==> config.mk <==
export PLATFORM = sky130hd
export DESIGN_NAME = fir_inverse_iir
export DESIGN_NICKNAME = d
export VERILOG_FILES = /design/src/rtl/dsp_filters_pkg.sv /design/src/rtl/dsp_mac_step.sv /design/src/rtl/fir_inverse_iir.sv
export SDC_FILE = /design/constraint.sdc
export NUM_CORES = 1
export LEC_CHECK = 0
export BUFFER_PORTS_ARGS = -buffer_cell sky130_fd_sc_hd__buf_4
export CAP_MARGIN = 20
export CORE_MARGIN = 4
export CORE_UTILIZATION = 65
export CTS_BUF_LIST = sky130_fd_sc_hd__clkbuf_8 sky130_fd_sc_hd__clkbuf_16
export CTS_CLUSTER_DIAMETER = 60
export DETAILED_ROUTE_END_ITERATION = 6
export MAX_ROUTING_LAYER = met4
export PLACE_DENSITY = 0.86
export SYNTH_ARGS = -nofsm -noshare
export SYNTH_HDL_FRONTEND = slang
export SYNTH_SLANG_ARGS = --single-unit
==> constraint.sdc <==
create_clock -name clk -period 14.3 [get_ports clk]
set_input_delay 1.43 -clock clk [delete_from_list [all_inputs] [get_ports clk]]
set_output_delay 1.43 -clock clk [all_outputs]
set_load 0.005 [all_outputs]
==> src/rtl/dsp_filters_pkg.sv <==
// Shared types, defaults and arithmetic helpers for the DSP filter blocks.
// Latency: n/a (types and constant functions only).
// Backpressure: n/a.
package dsp_filters_pkg;

    typedef enum logic [1:0] {
        S_IDLE = 2'd0,
        S_MAC  = 2'd1,
        S_OUT  = 2'd2
    } state_e;

    // Monic default taps h[0..3]; h[0] is implied by the recursion and never multiplied.
    localparam logic signed [15:0] DEFAULT_COEFFS [4] = '{16'sd1, 16'sd2, 16'sd3, 16'sd4};

    // Accumulator width: full product plus growth for N-1 accumulations and a guard bit.
    function automatic int acc_width(input int dw, input int cw, input int n);
        return dw + cw + $clog2(n) + 1;
    endfunction

    // Clamp a signed value to the range representable in 'width' bits.
    function automatic logic signed [63:0] sat_signed(input logic signed [63:0] value,
                                                      input int width);
        logic signed [63:0] max_v;
        logic signed [63:0] min_v;
        max_v = (64'sd1 <<< (width - 1)) - 64'sd1;
        min_v = -(64'sd1 <<< (width - 1));
        if (value > max_v) begin
            return max_v;
        end else if (value < min_v) begin
            return min_v;
        end
        return value;
    endfunction

endpackage

==> src/rtl/dsp_mac_step.sv <==
// One multiply-subtract step: acc_o = acc_i - coeff_i * sample_i at accumulator width.
// Latency: combinational.
// Backpressure: none; pure datapath.
module dsp_mac_step #(
    parameter int ACC_WIDTH   = 35,
    parameter int COEFF_WIDTH = 16,
    parameter int DATA_WIDTH  = 16
) (
    input  logic signed [ACC_WIDTH-1:0]   acc_i,
    input  logic signed [COEFF_WIDTH-1:0] coeff_i,
    input  logic signed [DATA_WIDTH-1:0]  sample_i,
    output logic signed [ACC_WIDTH-1:0]   acc_o
);

    logic signed [ACC_WIDTH-1:0] coeff_ext;
    logic signed [ACC_WIDTH-1:0] sample_ext;
    logic signed [ACC_WIDTH-1:0] prod;

    // Both operands are sign-extended first so the product never overflows the accumulator.
    assign coeff_ext  = ACC_WIDTH'(coeff_i);
    assign sample_ext = ACC_WIDTH'(sample_i);
    assign prod       = coeff_ext * sample_ext;
    assign acc_o      = acc_i - prod;

endmodule

==> src/rtl/fir_inverse_iir.sv <==
// Inverse of a monic FIR: y[n] = x[n] - sum_{k=1..N-1} h[k]*y[n-k], one tap per cycle.
// Latency: out_valid rises N cycles after the input handshake cycle; one sample per N+1 cycles.
// Backpressure: no skid buffer; in_ready stays low until the held output is taken.
module fir_inverse_iir
    import dsp_filters_pkg::*;
#(
    parameter int N           = 4,
    parameter int DATA_WIDTH  = 16,
    parameter int COEFF_WIDTH = 16,
    parameter logic signed [COEFF_WIDTH-1:0] COEFFS [N] = DEFAULT_COEFFS
) (
    input  logic                         clk,
    input  logic                         rst_n,
    input  logic                         in_valid,
    output logic                         in_ready,
    input  logic signed [DATA_WIDTH-1:0] x_in,
    output logic                         out_valid,
    input  logic                         out_ready,
    output logic signed [DATA_WIDTH-1:0] y_out,
    input  logic                         clear
);

    localparam int ACC_WIDTH = acc_width(DATA_WIDTH, COEFF_WIDTH, N);
    localparam int IDX_W     = $clog2(N);

    state_e                        state_q, state_d;
    logic signed [ACC_WIDTH-1:0]   acc_q, acc_d;
    logic        [IDX_W-1:0]       idx_q, idx_d;
    logic signed [DATA_WIDTH-1:0]  y_hist_q [N-1];
    logic signed [DATA_WIDTH-1:0]  y_hist_d [N-1];
    logic signed [DATA_WIDTH-1:0]  y_out_q, y_out_d;
    logic                          in_ready_q;

    logic        [IDX_W-1:0]       hist_sel;
    logic signed [COEFF_WIDTH-1:0] coeff_sel;
    logic signed [ACC_WIDTH-1:0]   mac_res;
    logic signed [DATA_WIDTH-1:0]  mac_sat;

    // idx runs 1..N-1 in S_MAC; tap idx pairs with y[n-idx], stored at history slot idx-1.
    assign hist_sel  = idx_q - IDX_W'(1);
    assign coeff_sel = COEFFS[idx_q];
    assign mac_sat   = DATA_WIDTH'(sat_signed(64'(mac_res), DATA_WIDTH));

    dsp_mac_step #(
        .ACC_WIDTH  (ACC_WIDTH),
        .COEFF_WIDTH(COEFF_WIDTH),
        .DATA_WIDTH (DATA_WIDTH)
    ) u_mac (
        .acc_i   (acc_q),
        .coeff_i (coeff_sel),
        .sample_i(y_hist_q[hist_sel]),
        .acc_o   (mac_res)
    );

    assign in_ready  = in_ready_q;
    assign out_valid = (state_q == S_OUT);
    assign y_out     = y_out_q;

    // Next-state logic: accept in idle, accumulate one tap per cycle, hold result until taken.
    always_comb begin
        state_d  = state_q;
        acc_d    = acc_q;
        idx_d    = idx_q;
        y_hist_d = y_hist_q;
        y_out_d  = y_out_q;
        case (state_q)
            S_IDLE: begin
                // A flush coinciding with a handshake still leaves the new sample zero history.
                if (clear) begin
                    for (int k = 0; k < N - 1; k++) begin
                        y_hist_d[k] = '0;
                    end
                end
                if (in_valid && in_ready_q) begin
                    acc_d   = ACC_WIDTH'(x_in);
                    idx_d   = IDX_W'(1);
                    state_d = S_MAC;
                end
            end
            S_MAC: begin
                acc_d = mac_res;
                idx_d = idx_q + IDX_W'(1);
                if (idx_q == IDX_W'(N - 1)) begin
                    y_out_d = mac_sat;
                    state_d = S_OUT;
                end
            end
            S_OUT: begin
                if (out_ready) begin
                    y_hist_d[0] = y_out_q;
                    for (int k = 1; k < N - 1; k++) begin
                        y_hist_d[k] = y_hist_q[k-1];
                    end
                    state_d = S_IDLE;
                end
            end
            default: begin
                state_d = S_IDLE;
            end
        endcase
    end

    // State and datapath registers; reset discards any partial sample and the history.
    always_ff @(posedge clk or negedge rst_n) begin
        if (!rst_n) begin
            state_q    <= S_IDLE;
            acc_q      <= '0;
            idx_q      <= '0;
            y_out_q    <= '0;
            in_ready_q <= 1'b0;
            for (int k = 0; k < N - 1; k++) begin
                y_hist_q[k] <= '0;
            end
        end else begin
            state_q    <= state_d;
            acc_q      <= acc_d;
            idx_q      <= idx_d;
            y_out_q    <= y_out_d;
            in_ready_q <= (state_d == S_IDLE);
            y_hist_q   <= y_hist_d;
        end
    end

endmodule

==> results.ini, run 1 <==
[synthesis]
ys_ff_latch=104
async_flop_share=1.000
synth_nets=1364
synth_top_area_cell=dfrtp_1
yosys_warnings=0
netlist_area_mm2=0.009813
synthCells=1170
synth_edf_count=0
ys_types=69
synthFlopType=dfrtp_1
synth.area.top_cells=dfrtp_1 27%, ha_1 18%, fa_1 6.3%
synth.top_cell.area_share=0.2652
syn_area_per_cell_um2=8.387
ys_seq_area_frac=0.2652

[layout]
num_antenna_cells=0
drive_gt1_frac=0.08518
nets=1363
area_growth_pct=7.114
design_area_mm2=0.01051
layoutNonFillerInstCount=1358
final_util=0.7178

[detailed_routing]
drt-pass1-iter-count=7
antenna_left=0
totalWireLength_mm=25.43
drt_iter0_drc=606
routedWlPerCell_um=18.73
drc_errors=4
vias_per_cell=6.308
vias=8566

[worst_setup_path]
rrSetupSlack_ps=4880
critPathBufInv=5
crit_required_ps=14490
crit_fanout=23
cpLargestDelayFamily=adder cells
r2r-start=idx_q[0]
end_kind=register
cpPeakStageDelay_ps=1000
slowest_stage=dfrtp_1
r2r_end=y_out[1]
rr_worst_depth=27
crit_type=register to register
crit_arrival_ps=9610
start_kind=register

[floorplanning]
core_mm2=0.01464
initial_core_util=0.6701
die_y_um=130.9
die_w_um=130.9
die_area_mm2=0.01713
ios=39
rows=44

[global_routing]
grt_pass1_wl_mm=41.45
overflow=0
grt_pass1_vias=8438
track_usage=0.3176
grt_max_degree=77
antenna_found_initial=0

[hold_path]
hold_path_startpoint=y_hist_q[3]
hold_path.class=register to register
whs_path_depth=2
min_to=y_hist_q[3]

[place]
portBuffers=38
routabilityCongestion=1.007
dp_hpwl_mm=19.63
dp_cells=1341
placed_area_mm2=0.01016

[run_status]
violations=DRC
status=finished with violations

[timing]
timing.final.crit_share=0.6587
max_freq_ghz=0.1062
rsz0062_at_grt=false
worst_pin_slew_ps=1065
clock_skew_ps=11.25
hold_violations=0
period_needed_ps=9419
setup-violations-final=0
setup_tns_ps=0
slew_viol_final=0
relSlewSlack=0.2903

[clocking]
clock_sinks=104
cts_made_buffers=9
cts_resized=0
htree_levels=3
clkTransAtPathRegs_ps=80
postCtsSetupBuffers=0
cts_buffer_depth=2
tritoncts=built
cts_root_buffer=clkbuf_16
clock_latency_ps=360
cts_hold_buffers=0

[flow_run]
maxCapViolCount=0

stage by stage:
stage	setup WS [ps]	hold WS (ps)
2_1_floorplan	6839	433.7
6_report	4881	491.8
5_1_grt	4296	501.6
3_5_place_dp	5087	460.9
4_1_cts	5062	483.4
3_3_place_gp	5527	454.3
cell families (layout without fill, tap and decap cells):
family / after synthesis / count (layout) / share of synthesized area
and+or+nand+nor: 391 / 391 / 0.1851
buffers and inverters: 211 / 215 / 0.08249
AOI/OAI and AO/OA: 239 / 239 / 0.1731
DFF: 104 / 104 / 0.2652
adders and majority gates: 173 / 173 / 0.2443
muxes: 21 / 21 / 0.02206
xor gates and xnor gates: 31 / 31 / 0.02767
state kept, by name, summed over array words and instances (netlist names):
signal,flops
acc_q,35
idx_q,2
in_ready,1
state_q,2
y_hist_q,48
y_out,16
tightest hold or removal path, cell delays in order (launching register included):
cell and delay (ps):
dfrtp_1 350, nand2_1 60, nand2_1 50
cells in the mapped netlist (12+ instances only):
| cell | count |
|---|---|
| nand2_1 | 164 |
| inv_1 | 154 |
| ha_1 | 142 |
| dfrtp_1 | 104 |
| nand3_1 | 69 |
| nor2_1 | 62 |
| a21oi_1 | 58 |
| clkbuf_1 | 49 |
| o21ai_0 | 44 |
| fa_1 | 31 |
| nor2b_1 | 27 |
| xnor2_1 | 22 |
| a21o_1 | 20 |
| mux2i_1 | 16 |
| a221o_1 | 13 |
| a22oi_1 | 12 |
how the worst max path moves through the flow:
stage / startpoint / to / slack (ps) / cells after the start
floorplan: idx_q[0] / y_out[14] / 6840 / 32
global placement: idx_q[0] / y_out[3] / 5530 / 27
detailed placement: idx_q[0] / y_out[3] / 5090 / 27
CTS: idx_q[0] / y_out[1] / 5060 / 27
global route: idx_q[0] / y_out[0] / 4300 / 27
finish: idx_q[0] / y_out[1] / 4880 / 27
metal layers:
metal / GRT usage / part of all wire
met1: 0.3671 / 0.39
met2: 0.5401 / 0.50
met3: 0.04309 / 0.050
met4: 0.1633 / 0.059
met5: - / 0
layout by cell type (no fill, tap or decap), drive strengths merged, types with 13 or more instances in the layout:
master	n
inv	157
nor2b	27
a21oi	59
mux2i	16
xnor2	22
buf	45
a21o	20
dfrtp	104
o21ai	45
nand2	164
nor2	62
fa	31
ha	142
a221o	13
o22ai	15
nand3	69
cell type report:
| class | count | area, um2 |
|---|---|---|
| clock buffers | 9 | 225.2 |
| clock inverters | 7 | 98.84 |
| fillers | 1097 | 4133 |
| inverters | 154 | 578.1 |
| multi-input cells | 855 | 6419 |
| flip-flops and latches | 104 | 2603 |
| well taps | 184 | 230.2 |
| repair buffers | 45 | 357.8 |
Power of run 1 is left out: the tool's default activity adds up to more than one toggle a clock period on the data nets, which glitch-free logic cannot reach.
==> inputs of run 2 (changes only) <==
ABC_AREA = 1   (was default)
CORE_UTILIZATION = 64   (was 65)
PLACE_DENSITY = 0.85   (was 0.86)
clock period = 9.4 ns   (was 14.3 ns; I/O delays follow)
==> run 2 against run 1 <==
  * The flow now finishes without violations
  * Synthesized cell count increased by 18%
  * Critical path type unchanged
  * Highest routed layer unchanged
  * Clock skew increased by 2.6 ps
  * Die area increased by 4.3%
  * Synthesized area increased by 3.0%
==> results.ini, run 2 <==
[worst_setup_path]
cpPeakStageDelay_ps=770  ; -230 ps
r2r-start=idx_q[0]
crit_arrival_ps=8080  ; -1530 ps
r2r_end=y_out[3]
start_kind=register
critPathBufInv=9  ; +4
path_common_cell=inv_1
rr_worst_depth=32  ; +19%
cpLargestDelayFamily=adder cells
rrSetupSlack_ps=1530  ; -3350 ps
crit_type=register to register
end_kind=register
crit_fanout=25  ; +8.7%
crit_required_ps=9610  ; -4880 ps
slowest_stage=dfrtp_1

[global_routing]
overflow=0  ; unchanged
antenna_found_initial=0  ; unchanged
grt_pass1_wl_mm=46.06  ; +11%
track_usage=0.3388  ; +0.02116
grt_pass1_vias=8908  ; +5.6%
grt_max_degree=59  ; -23%

[synthesis]
synth.top_cell.area_share=0.2574  ; -0.007779
synthFlopType=dfrtp_1
ys_seq_area_frac=0.2574  ; -0.007779
synthCells=1384  ; +18%
netlist_area_mm2=0.01011  ; +3.0%
post-synth-top-count-cell=nand2_1
synth.area.top_cells=dfrtp_1 26%, ha_1 18%, nand2_1 10%
ys_ff_latch=104  ; unchanged
ys_types=44  ; -36%
synth_edf_count=0  ; unchanged
synth_common_cells=279 x nand2_1, 262 x inv_1, 142 x ha_1
yosys_warnings=0  ; unchanged
syn_area_per_cell_um2=7.305  ; -13%
async_flop_share=1.000  ; unchanged
synth_top_area_cell=dfrtp_1
synth_nets=1578  ; +16%

[floorplanning]
core_mm2=0.01531  ; +4.6%
initial_core_util=0.6601  ; -0.009982
ios=39  ; unchanged
die_w_um=133.7  ; +2.2%
die_area_mm2=0.01787  ; +4.3%
die_y_um=133.7  ; +2.2%
rows=45  ; +2.3%

[detailed_routing]
drc_errors=0  ; -4
antenna_left=0  ; unchanged
drt_iter0_drc=938  ; +55%
vias=9214  ; +7.6%
routedWlPerCell_um=17.75  ; -5.2%
totalWireLength_mm=28.77  ; +13%
vias_per_cell=5.684  ; -9.9%
drt-pass1-iter-count=7  ; unchanged

[run_status]
status=complete, no violations

[clocking]
cts_buffer_depth=2  ; unchanged
cts_root_buffer=clkbuf_16
clock_sinks=104  ; unchanged
postCtsSetupBuffers=0  ; unchanged
clkTransAtPathRegs_ps=80  ; about the same
tritoncts=built
clock_latency_ps=370  ; about the same
cts_hold_buffers=0  ; unchanged
htree_levels=3  ; unchanged
cts_resized=0  ; unchanged
cts_made_buffers=9  ; unchanged

[hold_path]
hold_path.class=register to register
whs_path_depth=2  ; unchanged
hold_path_startpoint=y_hist_q[46]
min_to=y_hist_q[30]

[timing]
setup-violations-final=0  ; unchanged
slew_viol_final=0  ; unchanged
timing.final.crit_share=0.8372  ; +0.1785
period_needed_ps=7870  ; -1549 ps
clock_skew_ps=13.84  ; +2.586 ps
max_freq_ghz=0.1271  ; +20%
fin_hold_ws_ps=504.6  ; +12.80 ps
relSlewSlack=0.3947  ; +0.1045
worst_pin_slew_ps=898.4  ; -166.2 ps
setup_tns_ps=0  ; unchanged
rsz0062_at_grt=false
hold_violations=0  ; unchanged

[place]
portBuffers=38  ; unchanged
dp_hpwl_mm=23.04  ; +17%
routabilityCongestion=0.9648  ; -4.2%

[layout]
nets=1599  ; +17%
drive_gt1_frac=0.09504  ; +0.009857
most-common-layout-cells=279 x nand2_1, 262 x inv_1, 142 x ha_1
largest_reg_flops=48  ; unchanged
area_growth_pct=7.636
num_antenna_cells=0  ; unchanged
top_register=y_hist_q
final_common_cell=nand2_1

[flow_run]
maxCapViolCount=0  ; unchanged

[run 2: layout make-up]
| type | instances | area (um2) |
|---|---|---|
| Inverter | 275 | 1032 |
| Timing Repair Buffer | 47 | 372.9 |
| Fill cell | 1242 | 4433 |
| Sequential cell | 104 | 2603 |
| Tap cell | 211 | 264.0 |
| Clock buffer | 10 | 239.0 |
| Multi-Input combinational cell | 968 | 6310 |
| Clock inverter | 6 | 61.31 |
[run 2: cell families (layout without fill, tap and decap cells)]
kind of cell	Yosys count	in the layout	share of synthesized area
simple gates	605	605	0.2631
buf+inv	312	338	0.1184
fa+ha+maj	173	173	0.2371
compound gates	169	169	0.1050
flops	104	104	0.2574
xor+xnor	21	21	0.01894
[run 2: worst reg2reg max path: cells and delay by family, from the launching register on]
family | cells | cell delay [ps]
AOI/OAI and AO/OA | 6 | 1740
adders and majority gates | 8 | 2800
buffers and inverters | 9 | 1100
DFF | 1 | 770
and+or+nand+nor | 9 | 1320
[run 2: worst max-delay path by stage]
stage,startpoint,end,cells past startpoint,slack [ps]
final,idx_q[0],y_out[3],32,1530
after global placement,idx_q[0],y_out[2],32,1800
after detailed placement,idx_q[0],y_out[3],32,1660
after CTS,idx_q[0],y_out[3],32,1610
after floorplan,idx_q[0],y_out[10],35,2580
after global routing,idx_q[0],y_out[3],35,940
[run 2: per-layer routing]
layer  vias to the layer above  GRT usage  wire (um)
li1                       4458          -          -
met1                      4265     0.4429      12330
met2                       411     0.5206      13070
met3                        80    0.06382       2282
met4                         0     0.1406       1090
met5                         -          -          0
[run 2: per-stage QoR]
step           utilization  worst slack (ps)  cell area [um2]  instances
2_1_floorplan            -              2579            10110       1384
3_3_place_gp        0.6891              1797            10550       1604
3_5_place_dp        0.6909              1657            10580       1605
4_1_cts             0.7105              1615            10880       1621
5_1_grt             0.7105             942.0            10880       1621
6_report            0.7105              1530            10880       1621
Power of run 2 is left out for the same reason.
==> inputs of run 3 (changes only) <==
CORE_UTILIZATION = 58   (was 64)
PLACE_DENSITY = 0.81   (was 0.85)
clock period = 6.9 ns   (was 9.4 ns; I/O delays follow)
==> run 3 against run 2 <==
  * Worst setup slack got worse by 1200 ps
  * Critical path depth did not move
  * Sequential cell count is the same
==> results.ini, run 3 (synthesis gave the netlist of run 2 again) <==
[run_status]
status=complete, no violations

[layout]
drive_gt1_frac=0.1069  ; +0.01186
final_util=0.6426  ; -0.06798
most-common-layout-cells=278 x nand2_1, 262 x inv_1, 141 x ha_1
num_antenna_cells=0  ; unchanged
largest_reg_flops=48  ; unchanged
area_growth_pct=9.170
top_register=y_hist_q
nets=1611  ; +0.75%
final_common_cell=nand2_1

[detailed_routing]
antenna_left=0  ; unchanged
drt_iter0_drc=681  ; -27%
vias=9194  ; -0.22%
drc_errors=0  ; unchanged
totalWireLength_mm=27.96  ; -2.8%
vias_per_cell=5.582  ; -1.8%
drt-pass1-iter-count=5  ; -2
routedWlPerCell_um=16.97  ; -4.4%

[clocking]
cts_made_buffers=9  ; unchanged
postCtsSetupBuffers=0  ; unchanged
clock_sinks=104  ; unchanged
clkTransAtPathRegs_ps=80  ; about the same
clock_latency_ps=360  ; about the same
cts_buffer_depth=2  ; unchanged
tritoncts=built
htree_levels=3  ; unchanged
cts_root_buffer=clkbuf_16

[global_routing]
grt_pass1_wl_mm=45.84  ; -0.49%
grt_max_degree=72  ; +22%
track_usage=0.2997  ; -0.03912
grt_pass1_vias=8730  ; -2.0%
antenna_found_initial=0  ; unchanged
overflow=0  ; unchanged

[place]
dp_hpwl_mm=22.65  ; -1.7%
routabilityCongestion=1.019  ; +5.6%
portBuffers=38  ; unchanged

[timing]
fin_hold_ws_ps=275.5  ; -229.1 ps
timing.final.crit_share=0.9466  ; +0.1094
clock_skew_ps=9.636  ; -4.202 ps
max_freq_ghz=0.1531  ; +20%
relSlewSlack=0.3779  ; -0.01684
hold_violations=0  ; unchanged
worst_pin_slew_ps=933.1  ; +34.76 ps
setup-violations-final=0  ; unchanged
slew_viol_final=0  ; unchanged
period_needed_ps=6532  ; -1338 ps

[floorplanning]
initial_core_util=0.5886  ; -0.07155
die_area_mm2=0.01961  ; +9.7%
ios=39  ; unchanged
rows=48  ; +6.7%
die_y_um=140.0  ; +4.7%
die_w_um=140.0  ; +4.7%
core_mm2=0.01718  ; +12%

[worst_setup_path]
path_common_cell=nor2_1
critical_path_cell_count=32  ; unchanged
crit_arrival_ps=6810  ; -1270 ps
crit_start=idx_q[1]
start_kind=register
crit_fanout=15  ; -40%
crit_required_ps=7180  ; -2430 ps
end_kind=register
cpLargestDelayFamily=adder cells
cpPeakStageDelay_ps=540  ; -230 ps
rr_worst_depth=32  ; unchanged
crit_type=register to register
critPathBufInv=5  ; -4
slowest_stage=fa_1
rrSetupSlack_ps=370  ; -1160 ps
r2r-start=idx_q[1]

[hold_path]
hold_path.class=input port to asynchronous set/reset pin

[flow_run]
maxCapViolCount=0  ; unchanged

[run 3: what timing repair did]
| item | CTS | global route |
|---|---|---|
| gates resized for setup | 0 | 10 |
| hold buffers | 0 | 0 |
| setup endpoints to repair | 0 | 15 |
[run 3: worst register-to-register path, delay by kind of cell, from the launching register on]
family / cells / cell delay [ps]
AO/OA/AOI/OAI: 5 / 790
adder cells (fa/ha/maj): 8 / 2840
buffers and inverters: 5 / 450
flip-flops: 1 / 400
AND/OR/NAND/NOR: 14 / 1950
[run 3: final timing paths]
path,end
setup / recovery,y_out[2]
hold / removal,y_hist_q[20]
setup reg to reg,y_out[2]
hold reg to reg,y_hist_q[30]
max in group asynchronous,acc_q[31]
min in group clk,y_hist_q[30]
[run 3: layout make-up]
| class | instances | area, um2 |
|---|---|---|
| clock inverter | 6 | 73.82 |
| inverter | 275 | 1032 |
| sequential | 104 | 2603 |
| tap | 225 | 281.5 |
| multi-input combinational | 968 | 6341 |
| clock buffer | 10 | 239.0 |
| fill | 1522 | 6140 |
| timing repair buffer | 59 | 466.7 |
[run 3: layer usage]
metal	part of all wire	global-route usage
met3	0.065	0.04302
met2	0.45	0.4561
met4	0.029	0.09077
met5	0	-
met1	0.46	0.4186
[run 3: per-stage QoR]
stage | TNS (ps) | area, um2 | setup slack [ps] | instances
CTS | 0 | 11000 | 276.3 | 1647
global placement | 0 | 10660 | 414.7 | 1630
detailed placement | 0 | 10690 | 335.5 | 1631
finish | 0 | 11040 | 368.1 | 1647
global route | -9.913 | 11040 | -7.961 | 1647
floorplan | 0 | 10110 | 78.66 | 1384
Power of run 3 is left out for the same reason.
